$ cat config.mk
export PLATFORM = sky130hd
export DESIGN_NAME = capi_reset_sequencer
export DESIGN_NICKNAME = d
export VERILOG_FILES = /design/src/rtl/capi_reset_seq_pkg.sv /design/src/rtl/capi_reset_sync.sv /design/src/rtl/capi_reset_sequencer.sv
export SDC_FILE = /design/constraint.sdc
export NUM_CORES = 1
export LEC_CHECK = 0
export CELL_PAD_IN_SITES_DETAIL_PLACEMENT = 0
export CELL_PAD_IN_SITES_GLOBAL_PLACEMENT = 1
export CORE_ASPECT_RATIO = 1.25
export CORE_MARGIN = 4
export CORE_UTILIZATION = 40
export CTS_BUF_LIST = sky130_fd_sc_hd__clkbuf_4
export CTS_CLUSTER_SIZE = 30
export DETAILED_ROUTE_END_ITERATION = 8
export DONT_BUFFER_PORTS = 1
export PLACE_DENSITY = 0.71
export SLEW_MARGIN = 20
export SYNTH_ARGS = -nofsm -noshare
export SYNTH_HDL_FRONTEND = slang
export SYNTH_SLANG_ARGS = --single-unit
$ cat constraint.sdc
create_clock -name CLK -period 2.4 [get_ports CLK]
set_input_delay 0.24 -clock CLK [delete_from_list [all_inputs] [get_ports CLK]]
set_output_delay 0.24 -clock CLK [all_outputs]
set_load 0.02 [all_outputs]
$ cat src/rtl/capi_reset_seq_pkg.sv
// Shared definitions for the CAPI PSL-side reset sequencer.
// Provides the 3-bit state encoding, debug/counter widths and the
// sequencing-counter width helper.
package capi_reset_seq_pkg;

    localparam int unsigned SEQ_STATE_W = 3;
    localparam int unsigned LOSS_CNT_W  = 8;

    typedef enum logic [SEQ_STATE_W-1:0] {
        ST_ASSERT    = 3'd0,
        ST_WAIT_LOCK = 3'd1,
        ST_STABLE    = 3'd2,
        ST_RELEASE   = 3'd3,
        ST_GAP       = 3'd4,
        ST_RUN       = 3'd5,
        ST_HOLD      = 3'd6
    } seq_state_e;

    // Width wide enough that the shared counter never wraps for any interval.
    function automatic int unsigned cnt_width(input int unsigned a,
                                              input int unsigned b,
                                              input int unsigned c);
        int unsigned m;
        m = a;
        if (b > m) m = b;
        if (c > m) m = c;
        return 32'($clog2(m)) + 32'd1;
    endfunction

endpackage

$ cat src/rtl/capi_reset_sync.sv
// Two-flop synchronizer with synchronous active-high clear.
// Ports:
//   CLK      - destination clock
//   clr      - synchronous clear, forces both stages to 0
//   async_in - asynchronous input
//   sync_out - synchronized output (2 CLK cycles of latency)
module capi_reset_sync (
    input  logic CLK,
    input  logic clr,
    input  logic async_in,
    output logic sync_out
);

    logic meta;

    always_ff @(posedge CLK) begin
        if (clr) begin
            meta     <= 1'b0;
            sync_out <= 1'b0;
        end else begin
            meta     <= async_in;
            sync_out <= meta;
        end
    end

endmodule

$ cat src/rtl/capi_reset_sequencer.sv
// Ordered reset release for the PSL-side domains after PLL lock is stable,
// with re-assertion on lock loss and a request/ack soft reset.
// Optional: define CAPI_RESET_SEQ_LOSS_CNT_EN to add the LOSS_CNT output.
// Ports:
//   CLK          - sole clock
//   RESET        - synchronous active-high block reset
//   PLL_LOCKED   - asynchronous PLL lock, synchronized internally
//   SOFT_RST_REQ - level soft-reset request, honoured only in RUN
//   SOFT_RST_ACK - one-cycle pulse when a soft reset completes or aborts
//   DOM_RESET    - per-domain active-high resets, released in index order
//   READY        - high only in RUN
//   LOSS_CNT     - (optional) saturating count of lock-loss aborts
//   SEQ_STATE    - current state encoding for debug
module capi_reset_sequencer
    import capi_reset_seq_pkg::*;
#(
    parameter int unsigned NUM_DOM     = 4,
    parameter int unsigned LOCK_STABLE = 1000,
    parameter int unsigned GAP_CYCLES  = 16,
    parameter int unsigned SOFT_HOLD   = 64
) (
    input  logic                   CLK,
    input  logic                   RESET,
    input  logic                   PLL_LOCKED,
    input  logic                   SOFT_RST_REQ,
    output logic                   SOFT_RST_ACK,
    output logic [NUM_DOM-1:0]     DOM_RESET,
    output logic                   READY,
`ifdef CAPI_RESET_SEQ_LOSS_CNT_EN
    output logic [LOSS_CNT_W-1:0]  LOSS_CNT,
`endif
    output logic [SEQ_STATE_W-1:0] SEQ_STATE
);

    localparam int unsigned CNT_W = cnt_width(LOCK_STABLE, GAP_CYCLES, SOFT_HOLD);
    localparam int unsigned IDX_W = (NUM_DOM > 1) ? 32'($clog2(NUM_DOM)) : 32'd1;

    localparam logic [CNT_W-1:0] STABLE_LAST = CNT_W'(LOCK_STABLE - 1);
    localparam logic [CNT_W-1:0] GAP_LAST    = CNT_W'((GAP_CYCLES > 0) ? GAP_CYCLES - 1 : 0);
    localparam logic [CNT_W-1:0] HOLD_LAST   = CNT_W'(SOFT_HOLD - 1);
    localparam logic [IDX_W-1:0] IDX_LAST    = IDX_W'(NUM_DOM - 1);

    logic               lock_s;
    seq_state_e         state, state_n;
    logic [CNT_W-1:0]   cnt, cnt_n;
    logic [IDX_W-1:0]   idx, idx_n;
    logic [NUM_DOM-1:0] dom_q, dom_n;
    logic               ready_q, ready_n;
    logic               ack_q, ack_n;

    capi_reset_sync u_lock_sync (
        .CLK      (CLK),
        .clr      (RESET),
        .async_in (PLL_LOCKED),
        .sync_out (lock_s)
    );

    // State, counter, index and registered outputs.
    always_ff @(posedge CLK) begin
        if (RESET) begin
            state   <= ST_ASSERT;
            cnt     <= '0;
            idx     <= '0;
            dom_q   <= '1;
            ready_q <= 1'b0;
            ack_q   <= 1'b0;
        end else begin
            state   <= state_n;
            cnt     <= cnt_n;
            idx     <= idx_n;
            dom_q   <= dom_n;
            ready_q <= ready_n;
            ack_q   <= ack_n;
        end
    end

    // Next state; lock loss overrides soft request and count completion.
    always_comb begin
        state_n = state;
        cnt_n   = cnt;
        idx_n   = idx;
        case (state)
            ST_ASSERT:    state_n = ST_WAIT_LOCK;
            ST_WAIT_LOCK: if (lock_s) state_n = ST_STABLE;
            ST_STABLE: begin
                if (cnt == STABLE_LAST) begin
                    state_n = ST_RELEASE;
                    idx_n   = '0;
                end else begin
                    cnt_n = cnt + CNT_W'(1);
                end
            end
            ST_RELEASE: begin
                if (idx == IDX_LAST) begin
                    state_n = ST_RUN;
                end else if (GAP_CYCLES == 0) begin
                    idx_n = idx + IDX_W'(1);
                end else begin
                    state_n = ST_GAP;
                end
            end
            ST_GAP: begin
                if (cnt == GAP_LAST) begin
                    state_n = ST_RELEASE;
                    idx_n   = idx + IDX_W'(1);
                end else begin
                    cnt_n = cnt + CNT_W'(1);
                end
            end
            ST_RUN:  if (SOFT_RST_REQ) state_n = ST_HOLD;
            ST_HOLD: begin
                if (cnt == HOLD_LAST) begin
                    state_n = ST_WAIT_LOCK;
                end else begin
                    cnt_n = cnt + CNT_W'(1);
                end
            end
            default: state_n = ST_ASSERT;
        endcase

        if (!lock_s && (state inside {ST_STABLE, ST_RELEASE, ST_GAP, ST_RUN, ST_HOLD})) begin
            state_n = ST_WAIT_LOCK;
            idx_n   = '0;
        end

        if (state_n != state) cnt_n = '0;
    end

    // Output next-values, keyed on the transition so they land on the entry edge.
    always_comb begin
        dom_n   = dom_q;
        ready_n = (state_n == ST_RUN);
        ack_n   = (state == ST_HOLD) && (state_n == ST_WAIT_LOCK);
        if (state_n inside {ST_ASSERT, ST_WAIT_LOCK, ST_HOLD}) begin
            dom_n = '1;
        end
        for (int unsigned i = 0; i < NUM_DOM; i++) begin
            if ((state_n == ST_RELEASE) && (idx_n == IDX_W'(i))) dom_n[i] = 1'b0;
        end
    end

`ifdef CAPI_RESET_SEQ_LOSS_CNT_EN
    logic loss_abort;
    assign loss_abort = !lock_s && (state inside {ST_RELEASE, ST_GAP, ST_RUN, ST_HOLD});

    // Saturating lock-loss abort counter; only RESET clears it.
    always_ff @(posedge CLK) begin
        if (RESET) begin
            LOSS_CNT <= '0;
        end else if (loss_abort && (LOSS_CNT != '1)) begin
            LOSS_CNT <= LOSS_CNT + LOSS_CNT_W'(1);
        end
    end
`endif

    assign DOM_RESET    = dom_q;
    assign READY        = ready_q;
    assign SOFT_RST_ACK = ack_q;
    assign SEQ_STATE    = state;

endmodule

==> flow_results.org <==
** Synthesis
- Synthesis instantiated 43 different standard cells from the library.
- Total number of yosys warnings :: 0
- The top cell type by area accounts for 35.8% of the synthesized area.
- Syn Area/Cell :: 8.67 µm²
- Post-synthesis sequential area ratio :: 35.8%
- For this run, the leading register cell type out of synthesis is dfxtp_1.
- Total nets after synthesis :: 161
- Synthesis inferred 24 register bits.
- Yosys mapped a number of flops with a built-in enable equal to 0.
- The biggest area contributor in the post-synthesis netlist is dfxtp_1.
- Cell count after synthesis :: 155
- Ranked by total cell area, the synthesized netlist is headed by dfxtp_1 36%, xnor2_1 6.5%, nor2_1 6.4%.
- Counting flops with an async set or reset pin after synthesis yields a share of 0%.
- After synthesis the cells add up to 0.00134 mm².

** CTS
- The longest clock path from root to sink contains 2 buffers.
- Clock transition at path regs :: 130 ps
- TritonCTS clock tree :: built
- The clock reaches the later pin of the worst-skew pair after 320 ps.
- Number of post-CTS setup repair buffers :: 0
- Gates resized during post-CTS repair numbered 0.
- Root buffer selected by CTS :: clkbuf_4
- Number of buffers added by the clock tree synthesis step :: 3
- H-tree depth reported by CTS :: 1
- CTS saw 24 sinks.

** Timing
- Unrepaired setup endpoints after global routing :: no
- Period utilisation layout :: 87.9%
- Pins Over Slew Limit :: 0
- The clock period could shrink to 2110 ps.
- The worst path meets setup with 290 ps of slack.
- At the pin with the least slew margin, the transition time is 521 ps.
- Final worst clock skew :: 4.50 ps
- Final hold slack :: 50.8 ps
- Endpoints failing hold :: 0
- Post-Route Setup TNS :: 0 ps
- Final setup violation count :: 0
- In this run the tightest slew margin relative to its limit is 65.1%.
- Based on the critical path, the design can be clocked at up to 474 MHz.

** Critical path
- Startpoint types :: flip-flop
- Required time reported for the critical path endpoint :: 2610 ps
- Path type of the worst setup path :: reg2reg
- The worst setup path is captured at a flip-flop.
- Critical path data arrival time :: 2320 ps
- Of all nets on the critical path, the largest fanout is 8.

** Placement
- The HPWL after detailed placement is 2210 µm.
- Place WS :: 310 ps
- Number of port buffers :: 0
- Placed Cells :: 192
- Placer Congestion :: 0.796

** Global route
- Wire length of the first global-routing pass :: 5060 µm
- After global routing the overflow that remains totals 0.
- Global routing used 15.2% of the available tracks.
- Entering global routing, the biggest net connects 16 pins.
- The via count of the first global-routing pass was 1151.
- Number of antenna violations at the first check in global routing :: 0

** Detailed routing
- DRT antenna net count :: 0
- After detailed routing, the total wire length is 3010 µm.
- The detailed router finished its first iteration with 43 violations.
- Via-to-Cell Ratio :: 5.58
- In the routed design, unresolved DRC markers number 0.
- Detailed Routing Iterations Pass 1 :: 4
- The detailed router placed 1100 vias in this run.
- Drt wl/cell :: 15.3 µm

** Pwr
- The worst-case IR drop observed on VDD is 304 µV.
- Power Dens Cells :: 435 mW/mm²
- LEAKAGE :: 0.000459 µW

** Floorplan
- The floorplan has 23 rows.
- In this run the horizontal extent of the chip is 59.8 µm.
- The initial utilization of the core area, before any placement, comes to 41.7%.
- Die outline area :: 0.00436 mm²
- The die is 72.8 µm tall.
- The core region is 0.00322 mm².
- 13 I/O pins were placed.

** Cells and area
- Share of cells above drive strength 1 :: 11.9%
- For this run, the post-layout net count is 167.
- Number of non-filler instances in the completed layout :: 197
- The repair_antennas step left the layout with diodes totalling 0.
- The library cell used most frequently in the layout, excluding fill and tap cells, is dfxtp_1.
- In the layout the commonest cells are 24 x dfxtp_1, 23 x nor2_1, 13 x nand2_1, 10 x nor3_1, 10 x xnor2_1.
- Area grow syn2layout :: 6.70%

** Run status
- Run status :: completed

** Flow run
- Across the run, the number of max-cap violations was 0.

** Hold path
- Type of the tightest min-delay check :: in2reg
## critical path, stage by stage (launching register included)
cell       delay (ps)
dfxtp_1           410
ha_1              190
nor3b_4           230
nand2_1           120
o41ai_4           450
nor3_1            100
a211o_1           360
a2bb2oi_1         140
## sequential cells by signal (all words and copies together), names as in the netlist
signal                cells
DOM_RESET                 4
SEQ_STATE                 3
idx                       2
READY                     1
u_lock_sync.meta          1
u_lock_sync.sync_out      1
SOFT_RST_ACK              1
cnt                      11
## metal layers
layer  part of all wire (%)  wire (µm)  global-route usage (%)
met5                      0          0                       0
met4                    2.7         81                    6.90
met3                    3.3        100                    2.65
met2                     50       1510                    26.9
met1                     44       1310                    17.3
## cell usage after synthesis, types with 2 or more instances
| cell type | instances |
|---|---|
| dfxtp_1 | 24 |
| nor2_1 | 23 |
| nand2_1 | 13 |
| nor3_1 | 10 |
| xnor2_1 | 10 |
| nor2b_1 | 6 |
| nand3_1 | 5 |
| nand4_1 | 5 |
| nor4_1 | 5 |
| a2bb2oi_1 | 4 |
| buf_2 | 3 |
| inv_1 | 3 |
| nand2b_1 | 3 |
| nor3b_1 | 3 |
| or3_1 | 3 |
| a21oi_1 | 2 |
| buf_6 | 2 |
| clkbuf_1 | 2 |
| ha_1 | 2 |
| nand4_2 | 2 |
| o211ai_1 | 2 |
| o21bai_1 | 2 |
## cell families after synthesis
group,count (synthesis),share of synthesized area (%)
simple gates,90,39.7
flops,24,35.8
compound gates,18,11.5
buf+inv,11,4.75
xor+xnor,10,6.52
fa+ha+maj,2,1.86
## timing repair
item,in CTS,in global routing
endpoints found under the setup margin,0,0
hold endpoints to repair,6,0
hold buffers,1,0
## area by class of cell
class	count	area (µm²)
fill	330	1790
sequential	24	480
clock inverter	1	3.75
inverter	3	11.3
clock buffer	3	22.5
timing repair buffer	9	70.1
tap	37	46.3
multi-input combinational	120	800
## final timing paths
| path | from | end | slack, ps | cells after the start |
|---|---|---|---|---|
| worst max-delay path | cnt[0]$_SDFFE_PP0P_ | DOM_RESET[1]$_SDFFE_PP1P_ | 290 | 7 |
| worst min register to register | u_lock_sync.meta$_SDFF_PP0_ | u_lock_sync.sync_out$_SDFF_PP0_ | 460 | 1 |
| worst max register to register | cnt[0]$_SDFFE_PP0P_ | DOM_RESET[1]$_SDFFE_PP1P_ | 290 | 7 |
| worst min-delay path | PLL_LOCKED | u_lock_sync.meta$_SDFF_PP0_ | 50 | 1 |
## where the power goes
group | internal [µW] | leakage [µW] | switching [µW] | total (µW)
combinational | 15.3 | 0.000249 | 19.1 | 34.4
sequential | 402 | 0.000194 | 6.52 | 408
clock | 60.9 | 0.0000154 | 120 | 181
total | 478 | 0.000459 | 146 | 623
## through the flow
step / area [µm²] / util, % / power [µW]
floorplan: 1340 / - / 441
global placement: 1400 / 43.4 / 448
detailed placement: 1400 / 43.4 / 448
CTS: 1430 / 44.5 / 632
global route: 1430 / 44.5 / 658
finish: 1430 / 44.5 / 623
(Power assumes the default switching activity.)
